### config.mk
export PLATFORM = sky130hd
export DESIGN_NAME = io_ccff_cfg_ctrl
export DESIGN_NICKNAME = d
export VERILOG_FILES = /design/src/rtl/io_cfg_pkg.sv /design/src/rtl/ccff_crc16_serial.sv /design/src/rtl/io_ccff_cfg_ctrl.sv
export SDC_FILE = /design/constraint.sdc
export NUM_CORES = 1
export LEC_CHECK = 0
export CAP_MARGIN = 10
export CELL_PAD_IN_SITES_DETAIL_PLACEMENT = 0
export CELL_PAD_IN_SITES_GLOBAL_PLACEMENT = 1
export CORE_MARGIN = 3
export CORE_UTILIZATION = 41
export DETAILED_ROUTE_END_ITERATION = 8
export GPL_TIMING_DRIVEN = 0
export PLACE_DENSITY = 0.85
export SETUP_SLACK_MARGIN = 0.1
export SYNTH_ARGS = -nofsm -noshare
export SYNTH_HDL_FRONTEND = slang
export SYNTH_HIERARCHICAL = 1
export SYNTH_SLANG_ARGS = --single-unit
### constraint.sdc
create_clock -name prog_clk -period 1.8 [get_ports prog_clk]
set_clock_uncertainty 0.1 [all_clocks]
set_input_delay 0.27 -clock prog_clk [delete_from_list [all_inputs] [get_ports prog_clk]]
set_output_delay 0.27 -clock prog_clk [all_outputs]
set_load 0.02 [all_outputs]
### src/rtl/io_cfg_pkg.sv
`default_nettype none
// =============================================================================
// Module  : io_cfg_pkg
// Brief   : Shared states and serial CRC-16-CCITT step for the I/O ccff sequencer
// Revision: 1.0 - initial release
// =============================================================================
package io_cfg_pkg;

   typedef enum logic [2:0] {
      ST_IDLE    = 3'd0,
      ST_ISOLATE = 3'd1,
      ST_LOAD    = 3'd2,
      ST_ROTATE  = 3'd3,
      ST_CHECK   = 3'd4,
      ST_DONE    = 3'd5,
      ST_ERROR   = 3'd6
   } cfg_state_t;

   localparam logic [15:0] CRC16_POLY = 16'h1021;
   localparam logic [15:0] CRC16_INIT = 16'hFFFF;

   // MSB-first serial update, one bit per call
   function automatic logic [15:0] crc16_step(input logic [15:0] crc, input logic din);
      logic fb;
      fb = crc[15] ^ din;
      return {crc[14:0], 1'b0} ^ (fb ? CRC16_POLY : 16'h0000);
   endfunction

endpackage
`default_nettype wire

### src/rtl/ccff_crc16_serial.sv
`default_nettype none
// =============================================================================
// Module  : ccff_crc16_serial
// Brief   : Bit-serial CRC-16-CCITT accumulator with synchronous clear
// Revision: 1.0 - initial release
// =============================================================================
module ccff_crc16_serial
   import io_cfg_pkg::*;
(
   input  logic        prog_clk,
   input  logic        prog_reset,
   input  logic        clr,
   input  logic        en,
   input  logic        din,
   output logic [15:0] crc
);

   always_ff @(posedge prog_clk) begin
      if (prog_reset || clr) begin
         crc <= CRC16_INIT;
      end else if (en) begin
         crc <= crc16_step(crc, din);
      end
   end

endmodule
`default_nettype wire

### src/rtl/io_ccff_cfg_ctrl.sv
`default_nettype none
// =============================================================================
// Module  : io_ccff_cfg_ctrl
// Brief   : Loads the I/O-tile ccff chain from host words, verifies it by
//           rotation + CRC, and releases pad isolation only on a match
// Revision: 1.0 - initial release
// =============================================================================
module io_ccff_cfg_ctrl
   import io_cfg_pkg::*;
#(
   parameter int CHAIN_LEN = 88,
   parameter int WORD_W    = 8,
   parameter int ISO_CYC   = 4
) (
   input  logic              prog_clk,
   input  logic              prog_reset,
   input  logic              start,
   input  logic [WORD_W-1:0] cfg_data,
   input  logic              cfg_valid,
   output logic              cfg_ready,
   output logic              ccff_head,
   output logic              ccff_clk_en,
   input  logic              ccff_tail,
   output logic              isol_n,
   output logic              busy,
   output logic              done,
   output logic              error
);

   localparam int CNT_W  = $clog2(CHAIN_LEN + 1);
   localparam int ISO_W  = $clog2(ISO_CYC + 1);
   localparam int WCNT_W = $clog2(WORD_W + 1);

   localparam logic [CNT_W-1:0]  LAST_BIT  = CNT_W'(CHAIN_LEN - 1);
   localparam logic [ISO_W-1:0]  ISO_LAST  = ISO_W'(ISO_CYC - 1);
   localparam logic [WCNT_W-1:0] WORD_BITS = WCNT_W'(WORD_W);
   localparam logic [WCNT_W-1:0] ONE_BIT   = WCNT_W'(1);

   cfg_state_t          state;
   logic [WORD_W-1:0]   word_buf;
   logic [WCNT_W-1:0]   buf_bits;
   logic [CNT_W-1:0]    bit_cnt;
   logic [ISO_W-1:0]    iso_cnt;
   logic [15:0]         crc_in;
   logic [15:0]         crc_rd;
   logic                start_ok;
   logic                buf_full;
   logic                shift_en;
   logic                rot_en;

   assign buf_full    = (buf_bits != '0);
   assign start_ok    = start && (state == ST_IDLE || state == ST_DONE || state == ST_ERROR);
   assign shift_en    = (state == ST_LOAD) && buf_full;
   assign rot_en      = (state == ST_ROTATE);
   assign ccff_clk_en = shift_en | rot_en;
   // Rotation feeds the tail straight back so the chain ends where it started
   assign ccff_head   = shift_en ? word_buf[0] : (rot_en ? ccff_tail : 1'b0);

   always_ff @(posedge prog_clk) begin
      if (prog_reset) begin
         state     <= ST_IDLE;
         word_buf  <= '0;
         buf_bits  <= '0;
         bit_cnt   <= '0;
         iso_cnt   <= '0;
         cfg_ready <= 1'b0;
         isol_n    <= 1'b0;
         busy      <= 1'b0;
         done      <= 1'b0;
         error     <= 1'b0;
      end else begin
         case (state)
            ST_IDLE, ST_DONE, ST_ERROR: begin
               if (start) begin
                  state   <= ST_ISOLATE;
                  iso_cnt <= '0;
                  bit_cnt <= '0;
                  isol_n  <= 1'b0;
                  busy    <= 1'b1;
                  done    <= 1'b0;
                  error   <= 1'b0;
               end
            end
            ST_ISOLATE: begin
               if (iso_cnt == ISO_LAST) begin
                  state     <= ST_LOAD;
                  cfg_ready <= 1'b1;
               end else begin
                  iso_cnt <= iso_cnt + 1'b1;
               end
            end
            ST_LOAD: begin
               if (cfg_valid && cfg_ready) begin
                  word_buf  <= cfg_data;
                  buf_bits  <= WORD_BITS;
                  cfg_ready <= 1'b0;
               end else if (buf_full) begin
                  word_buf <= word_buf >> 1;
                  // Last chain bit ends the load even mid-word; leftover bits are dropped
                  if (bit_cnt == LAST_BIT) begin
                     state    <= ST_ROTATE;
                     buf_bits <= '0;
                     bit_cnt  <= '0;
                  end else begin
                     bit_cnt   <= bit_cnt + 1'b1;
                     buf_bits  <= buf_bits - 1'b1;
                     cfg_ready <= (buf_bits == ONE_BIT);
                  end
               end
            end
            ST_ROTATE: begin
               if (bit_cnt == LAST_BIT) begin
                  state   <= ST_CHECK;
                  bit_cnt <= '0;
               end else begin
                  bit_cnt <= bit_cnt + 1'b1;
               end
            end
            ST_CHECK: begin
               busy <= 1'b0;
               if (crc_rd == crc_in) begin
                  state  <= ST_DONE;
                  done   <= 1'b1;
                  isol_n <= 1'b1;
               end else begin
                  state <= ST_ERROR;
                  error <= 1'b1;
               end
            end
            default: state <= ST_IDLE;
         endcase
      end
   end

   ccff_crc16_serial u_crc_in (
      .prog_clk   (prog_clk),
      .prog_reset (prog_reset),
      .clr        (start_ok),
      .en         (shift_en),
      .din        (word_buf[0]),
      .crc        (crc_in)
   );

   ccff_crc16_serial u_crc_rd (
      .prog_clk   (prog_clk),
      .prog_reset (prog_reset),
      .clr        (start_ok),
      .en         (rot_en),
      .din        (ccff_tail),
      .crc        (crc_rd)
   );

endmodule
`default_nettype wire

==> metrics.md, run 1 <==
| Metric | Value |
|---|---|
| Outcome | `complete, but fails checks` |
| Failing checks | `setup timing` |
| Synth-to-layout area growth | `46.2%` |
| Yosys top cell area share | `0.391` |
| Leak Pwr | `1.61 nW` |
| Max layer used | `met4` |
| Slew Limit Fails | `0` |
| Warnings from Yosys | `6` |
| CTS tree | `yes` |
| Synth area leaders | `dfxtp_1 39%, mux2i_1 8.7%, nand2_1 5.7%, xor2_1 4.8%, xnor3_1 2.9%` |
| IO buf count | `19` |
| Worst VDD drop | `0.000486 V` |
| CTS root buf | `clkbuf_8` |
| Share of post-route cells with drive strength above 1 | `0.358` |
| Hold WS | `378 ps` |
| Netlist cell types | `57` |
| Met3 WL | `between 300 and 400 um` |
| # placed instances | `between 400 and 500` |
| Post-synthesis cell count | `between 300 and 400` |
| Vias in the first global route | `2790` |
| WP data arrival | `~1600 ps` |
| H-tree Lvls | `3` |
| Synth async-reset ratio | `0` |
| Post-Route WL | `8410 um` |
| CTS Buffer Depth | `2` |
| # Max-Cap Violations | `0` |
| RSZ-0062 raised after global routing | `yes` |
| Avg Inst Size Synth | `9.18 sq um` |
| Routed WL per cell | `16.3 um` |
| Initial antenna violation count | `0` |
| TritonCTS Sinks | `61` |
| Final Critical Period | `roughly 2000 ps` |
| Placed cell areas | `about 3500 sq um` |
| PD cells | `roughly 660 nW/um^2` |
| Worst reg-to-reg setup slack | `-140 ps` |
| Die H | `93.2 um` |
| Number of synthesized register bits | `61` |
| Setup violations, final | `29` |
| Worst Setup Path Type | `register to primary output` |
| Post-synth top flop | `dfxtp_1` |
| FMAX | `504 MHz` |
| Final instance area | `4560 sq um` |
| DRT antenna net count | `0` |
| R2R depth | `8` |
| Synthesized netlist net count | `358` |
| Grt total ovfl | `0` |
| WL met1 | `3470 um` |
| Final worst slack | `-183 ps` |
| Clock Latency Late Sink | `340 ps` |
| Hold Path Sink | `bit_cnt[0]` |
| CORE AREA | `7330 sq um` |
| Critical path endpoint category | `primary output` |
| Final Util | `0.622` |
| First-pass GRT wire length | `13100 um` |
| Post-synthesis sequential area ratio | `0.391` |
| DR vias | `2791` |
| Num CTS Buffers | `9` |
| R2r endpoint | `buf_bits[1]` |
| CP max FO | `3` |
| Non-Filler Instances | `515` |
| Post-placement setup slack | `-391 ps` |
| All-Layer GR Usage | `0.191` |
| Critical path launch point type | `register` |
| Register clock-pin slew on the reported worst setup and hold paths | `70 ps` |
| Pre-antenna DRT Iters | `4` |
| Hold Path Class | `register to register` |
| Via density | `5.42` |
| Final Net Count | `429` |
| Worst slew margin | `0.573` |
| Hold Path Origin | `bit_cnt[0]` |
| EDFF count, synth | `0` |
| Worst r2r src | `state[0]` |
| Largest net degree at the start of global routing | `11` |
| DPL Wire Length | `5010 um` |
| Antenna diode count | `0` |
| Gp weighted congestion | `0.784` |
| Row count | `31` |
| Starting density of the core | `0.426` |
| I/O pins | `20` |
| DRC | `0` |
| Mapped Area | `approximately 3100 sq um` |
| Wire length on met2 | `approximately 4400 um` |
| Initial DRC Count | `101` |
| Critical path required time | `about 1400 ps` |
| Final Cycle Share | `1.10` |
| Die area | `8690 sq um` |
| Post-synth top area cell | `dfxtp_1` |
| Final count of hold timing violations | `0` |
| Hold path cells | `2` |
| Worst-Margin Slew | `641 ps` |
| Die width | `93.2 um` |
==> metal layers <==
metal	vias up	GRT usage
li1	1360	-
met1	1335	0.219
met2	72	0.338
met3	24	0.0475
met4	0	0.0720
met5	-	0
==> per-stage QoR <==
stage | TNS [ps] | total power, W
2_1_floorplan | 0 | 0.00148
3_3_place_gp | -12780 | 0.00155
3_5_place_dp | -13380 | 0.00155
4_1_cts | -1070 | 0.00298
5_1_grt | -5400 | 0.00310
6_report | -2850 | 0.00300
==> worst max-delay path by stage <==
stage / start / to / slack (ps) / cells past startpoint
final: state[0] / ccff_head / -180 / 5
after global routing: state[0] / ccff_head / -270 / 5
after CTS: state[2] / ccff_head / -180 / 5
after detailed placement: state[1] / ccff_head / -390 / 5
after global placement: state[1] / ccff_head / -390 / 5
after floorplan: buf_bits[0] / bit_cnt[5] / 30 / 7
==> sequential cells by signal (all words and copies together), names as in the netlist <==
name          count
bit_cnt           7
buf_bits          4
busy              1
cfg_ready         1
done              1
error             1
iso_cnt           3
state             3
u_crc_in/crc     16
u_crc_rd/crc     16
word_buf          8
==> report_power, final <==
part	switching, W	internal, W	total [W]
Combinational	0.000130	0.000130	0.000261
Clock	0.000531	0.000851	0.00138
Sequential	0.00000513	0.00135	0.00136
Total	0.000666	0.00233	0.00300
==> cells in the mapped netlist (3+ instances only) <==
master / count
dfxtp_1: 61
nand2_1: 47
mux2i_1: 27
nor2_1: 20
xor2_1: 17
inv_1: 13
a21oi_1: 11
nand2b_1: 10
o21ai_0: 9
nor2b_1: 8
o211ai_1: 8
a311oi_1: 7
nand3_1: 7
buf_2: 6
clkbuf_1: 6
ha_1: 5
nor4_1: 5
or3_1: 5
buf_4: 4
o32ai_1: 4
xnor2_1: 4
xnor3_1: 4
a211oi_1: 3
a31oi_1: 3
and2_1: 3
o21ai_1: 3
o22ai_1: 3
==> worst max-delay path, cell delays in order (launching register included) <==
cell     delay, ps
dfxtp_4        350
or3b_4         400
buf_6          130
nor2_4         100
a22o_1         170
buf_6          120
==> cell usage in the layout (no fill, tap or decap), drive strengths merged, types with 3 or more instances in the layout <==
cell | netlist | routed
nand2b | 10 | 10
ha | 5 | 5
a31oi | 3 | 3
o211ai | 8 | 8
xnor3 | 4 | 4
and2 | 3 | 3
clkdlybuf4s50 | 0 | 13
o22ai | 3 | 3
a311oi | 7 | 7
o32ai | 4 | 4
nand3 | 7 | 7
xor2 | 17 | 17
dfxtp | 61 | 61
buf | 12 | 53
nor2b | 8 | 8
inv | 13 | 13
or3 | 5 | 5
nor4 | 5 | 5
o21ai | 12 | 12
dlygate4sd2 | 0 | 4
nor2 | 20 | 20
nand2 | 47 | 47
clkbuf | 6 | 19
xnor2 | 4 | 4
a21oi | 13 | 13
a211oi | 3 | 3
mux2i | 27 | 27
==> kinds of logic (layout without fill, tap and decap cells) <==
group | count (synthesis) | in the layout | synth area share
buf+inv | 31 | 107 | 0.0469
simple gates | 123 | 123 | 0.205
fa+ha+maj | 5 | 5 | 0.0200
flops | 61 | 61 | 0.391
xor+xnor | 25 | 25 | 0.0878
mux | 27 | 27 | 0.0866
compound gates | 68 | 68 | 0.162
==> cell type report <==
class | instances | area (sq um)
plain buffers | 18 | 178
clock buffers | 12 | 155
clock inverters | 4 | 70.1
fillers | 557 | 2770
inverters | 13 | 51.3
multi-input cells | 248 | 2120
flip-flops and latches | 61 | 1240
well taps | 99 | 124
repair buffers | 60 | 622
==> timing repair <==
item,4_1_cts,5_1_grt
cloned,2,1
hold buffers,0,0
endpoints found under the setup margin,62,63
buffers inserted,21,17
pin swaps,23,23
resized for setup,73,68
No activity file was read; power rests on OpenSTA's default activity.
==> inputs of run 2 (changes only) <==
- PLACE_DENSITY: 0.85 -> 0.84
- SETUP_SLACK_MARGIN: 0.1 -> 0.15
==> run 2 against run 1 <==
Effect of this change: the flow still finishes with violations (setup timing); critical path depth up 2; sequential power about the same; wire length down 1.9%; die area unchanged; clock-buffer cell count unchanged; maximum frequency up 1.2%; sequential cell count unchanged; non-clock buffer count unchanged; critical endpoint is now bit_cnt[3]; register-to-register slack worse by 20 ps; largest power group is now registers; power down 5.8%.
==> metrics.md, run 2 (same netlist as run 1, synthesis figures left out) <==
| Metric | Value |
|---|---|
| Starting density of the core | `0.426 (unchanged)` |
| Clock Latency Late Sink | `330 ps (about the same)` |
| Slew Limit Fails | `0 (unchanged)` |
| Hold Path Class | `register to register` |
| Setup violations, final | `31 (+6.9%)` |
| FF+latch area | `1240 sq um (-0.10%)` |
| IO buf count | `19 (unchanged)` |
| Crit path to | `bit_cnt[3]` |
| Vias in the first global route | `2587 (-7.3%)` |
| Register clock-pin slew on the reported worst setup and hold paths | `70 ps (about the same)` |
| DRC | `0 (unchanged)` |
| Final Critical Period | `1960 ps (-23.3 ps)` |
| Non-Filler Instances | `514 (-0.19%)` |
| Antenna diode count | `0 (unchanged)` |
| Largest net degree at the start of global routing | `11 (unchanged)` |
| Row count | `31 (unchanged)` |
| Top Registers | `u_crc_in/crc: 16 flops, u_crc_rd/crc: 16 flops, word_buf: 8 flops` |
| Critical Path Source | `buf_bits[0]` |
| Worst slew margin | `0.663 (+0.0899)` |
| Outcome | `complete, but fails checks` |
| Worst Setup Path Type | `register to register` |
| Initial DRC Count | `84 (-17%)` |
| CORE AREA | `7330 sq um (unchanged)` |
| Num CTS Buffers | `9 (unchanged)` |
| First-pass GRT wire length | `12800 um (-2.9%)` |
| CTS tree | `yes` |
| CP max FO | `6 (+3)` |
| CTS root buf | `clkbuf_8` |
| Failing checks | `setup timing` |
| Most common cell after layout, fill and taps aside | `dfxtp_1` |
| Worst VDD drop | `0.000599 V (+23%)` |
| Initial antenna violation count | `0 (unchanged)` |
| # Max-Cap Violations | `0 (unchanged)` |
| Final instance area | `4460 sq um (-2.2%)` |
| R2r endpoint | `bit_cnt[3]` |
| Post-placement setup slack | `-396 ps (-5.30 ps)` |
| RSZ-0062 raised after global routing | `yes` |
| R2R depth | `7 (-1)` |
| Multi-input gate area | `2100 sq um (-1.3%)` |
| DR vias | `2739 (-1.9%)` |
| Pre-antenna DRT Iters | `4 (unchanged)` |
| Worst r2r src | `buf_bits[0]` |
| Placed cell areas | `3500 sq um (+0.39%)` |
| # placed instances | `458 (unchanged)` |
| Die area | `8690 sq um (unchanged)` |
| Final Util | `0.609 (-0.0137)` |
| FMAX | `510 MHz (+1.2%)` |
| Final count of hold timing violations | `0 (unchanged)` |
| DPL Wire Length | `5050 um (+0.70%)` |
| Final Total Pwr | `0.00283 W (-5.8%)` |
| Final Cycle Share | `1.09 (-0.0130)` |
| Die width | `93.2 um (unchanged)` |
| Die H | `93.2 um (unchanged)` |
| Worst-Margin Slew | `506 ps (-135 ps)` |
| Worst reg-to-reg setup slack | `-160 ps (-20 ps)` |
| CTS Buffer Depth | `2 (unchanged)` |
| Gp weighted congestion | `0.825 (+5.3%)` |
| DRT antenna net count | `0 (unchanged)` |
| I/O pins | `20 (unchanged)` |
| Final Net Count | `429 (unchanged)` |
| Critical path required time | `1930 ps (+500 ps)` |
| TritonCTS Sinks | `61 (unchanged)` |
| Grt total ovfl | `0 (unchanged)` |
| Synth-to-layout area growth | `43.0%` |
| All-Layer GR Usage | `0.186 (-0.00508)` |
| Post-Route WL | `8250 um (-1.9%)` |
| CTS Hold Buffers Added | `0 (unchanged)` |
| Share of post-route cells with drive strength above 1 | `0.349 (-0.00878)` |
| H-tree Lvls | `3 (unchanged)` |
| Commonest cells after routing, fill and taps aside | `56 x dfxtp_1, 41 x nand2_1, 26 x mux2i_1` |
| Final worst slack | `-160 ps (+23.3 ps)` |
| Via density | `5.33 (-1.7%)` |
| Critical path endpoint category | `register` |
| Routed WL per cell | `16.0 um (-1.7%)` |
| Leak Pwr | `1.59 nW (-1.6%)` |
| PD cells | `633 nW/um^2 (-3.7%)` |
| Critical path launch point type | `register` |
| Layout filler cell count | `613 (+10%)` |
| WP data arrival | `2090 ps (+480 ps)` |
==> run 2: changes by cell type in the layout (fill, tap and decap cells not counted), moves of 4 or more <==
cell,delta
a311oi_1,-6
a311oi_2,+6
nand2_1,+7
nand2_2,-7
nor2_1,-4
nor2_2,+4
==> run 2: through the flow <==
| stage | TNS (ps) | hold slack [ps] |
|---|---|---|
| finish | -1720 | 391 |
| global route | -4340 | 418 |
| CTS | -1860 | 376 |
| detailed placement | -14330 | 362 |
| global placement | -13370 | 363 |
| floorplan | 0 | 290 |
==> run 2: worst min path at each step <==
stage,startpoint,to,slack (ps),cells past startpoint
3_3_place_gp,word_buf[7],word_buf[7],360,2
6_report,word_buf[3],word_buf[3],390,2
2_1_floorplan,prog_reset,u_crc_in/crc[11],290,2
3_5_place_dp,word_buf[7],word_buf[7],360,2
4_1_cts,word_buf[7],word_buf[7],380,2
5_1_grt,word_buf[7],word_buf[7],420,2
==> run 2: what timing repair did <==
item                       CTS  global route
pin swaps                   18            30
setup endpoints to repair   68            63
setup buffers               19            19
gates cloned                 2             1
resized for setup           53            76
==> run 2: worst max-delay path: stages, from the launching register on <==
cell	delay (ps)
dfxtp_4	350
inv_2	60
ha_4	130
or3b_1	350
buf_6	140
a32oi_4	300
a22oi_1	150
o32ai_1	270
==> run 2: report_power, final <==
group | switching, W | internal, W
Clock | 0.000520 | 0.000710
Sequential | 0.00000500 | 0.00135
Combinational | 0.000121 | 0.000117
==> run 2: layout make-up <==
class	count	share of cell area
Timing Repair Buffer	60	0.133
Clock inverter	3	0.00981
Multi-Input combinational cell	248	0.470
Tap cell	99	0.0278
Inverter	13	0.0109
Buffer	18	0.0370
Clock buffer	12	0.0348
Sequential cell	61	0.277
==> run 2: routing by layer <==
layer / wire (um) / up-vias / track usage
met5: 0 / - / 0
met3: 286 / 14 / 0.0555
met2: 4300 / 51 / 0.318
met1: 3510 / 1321 / 0.227
li1: - / 1353 / -
met4: 153 / 0 / 0.0452
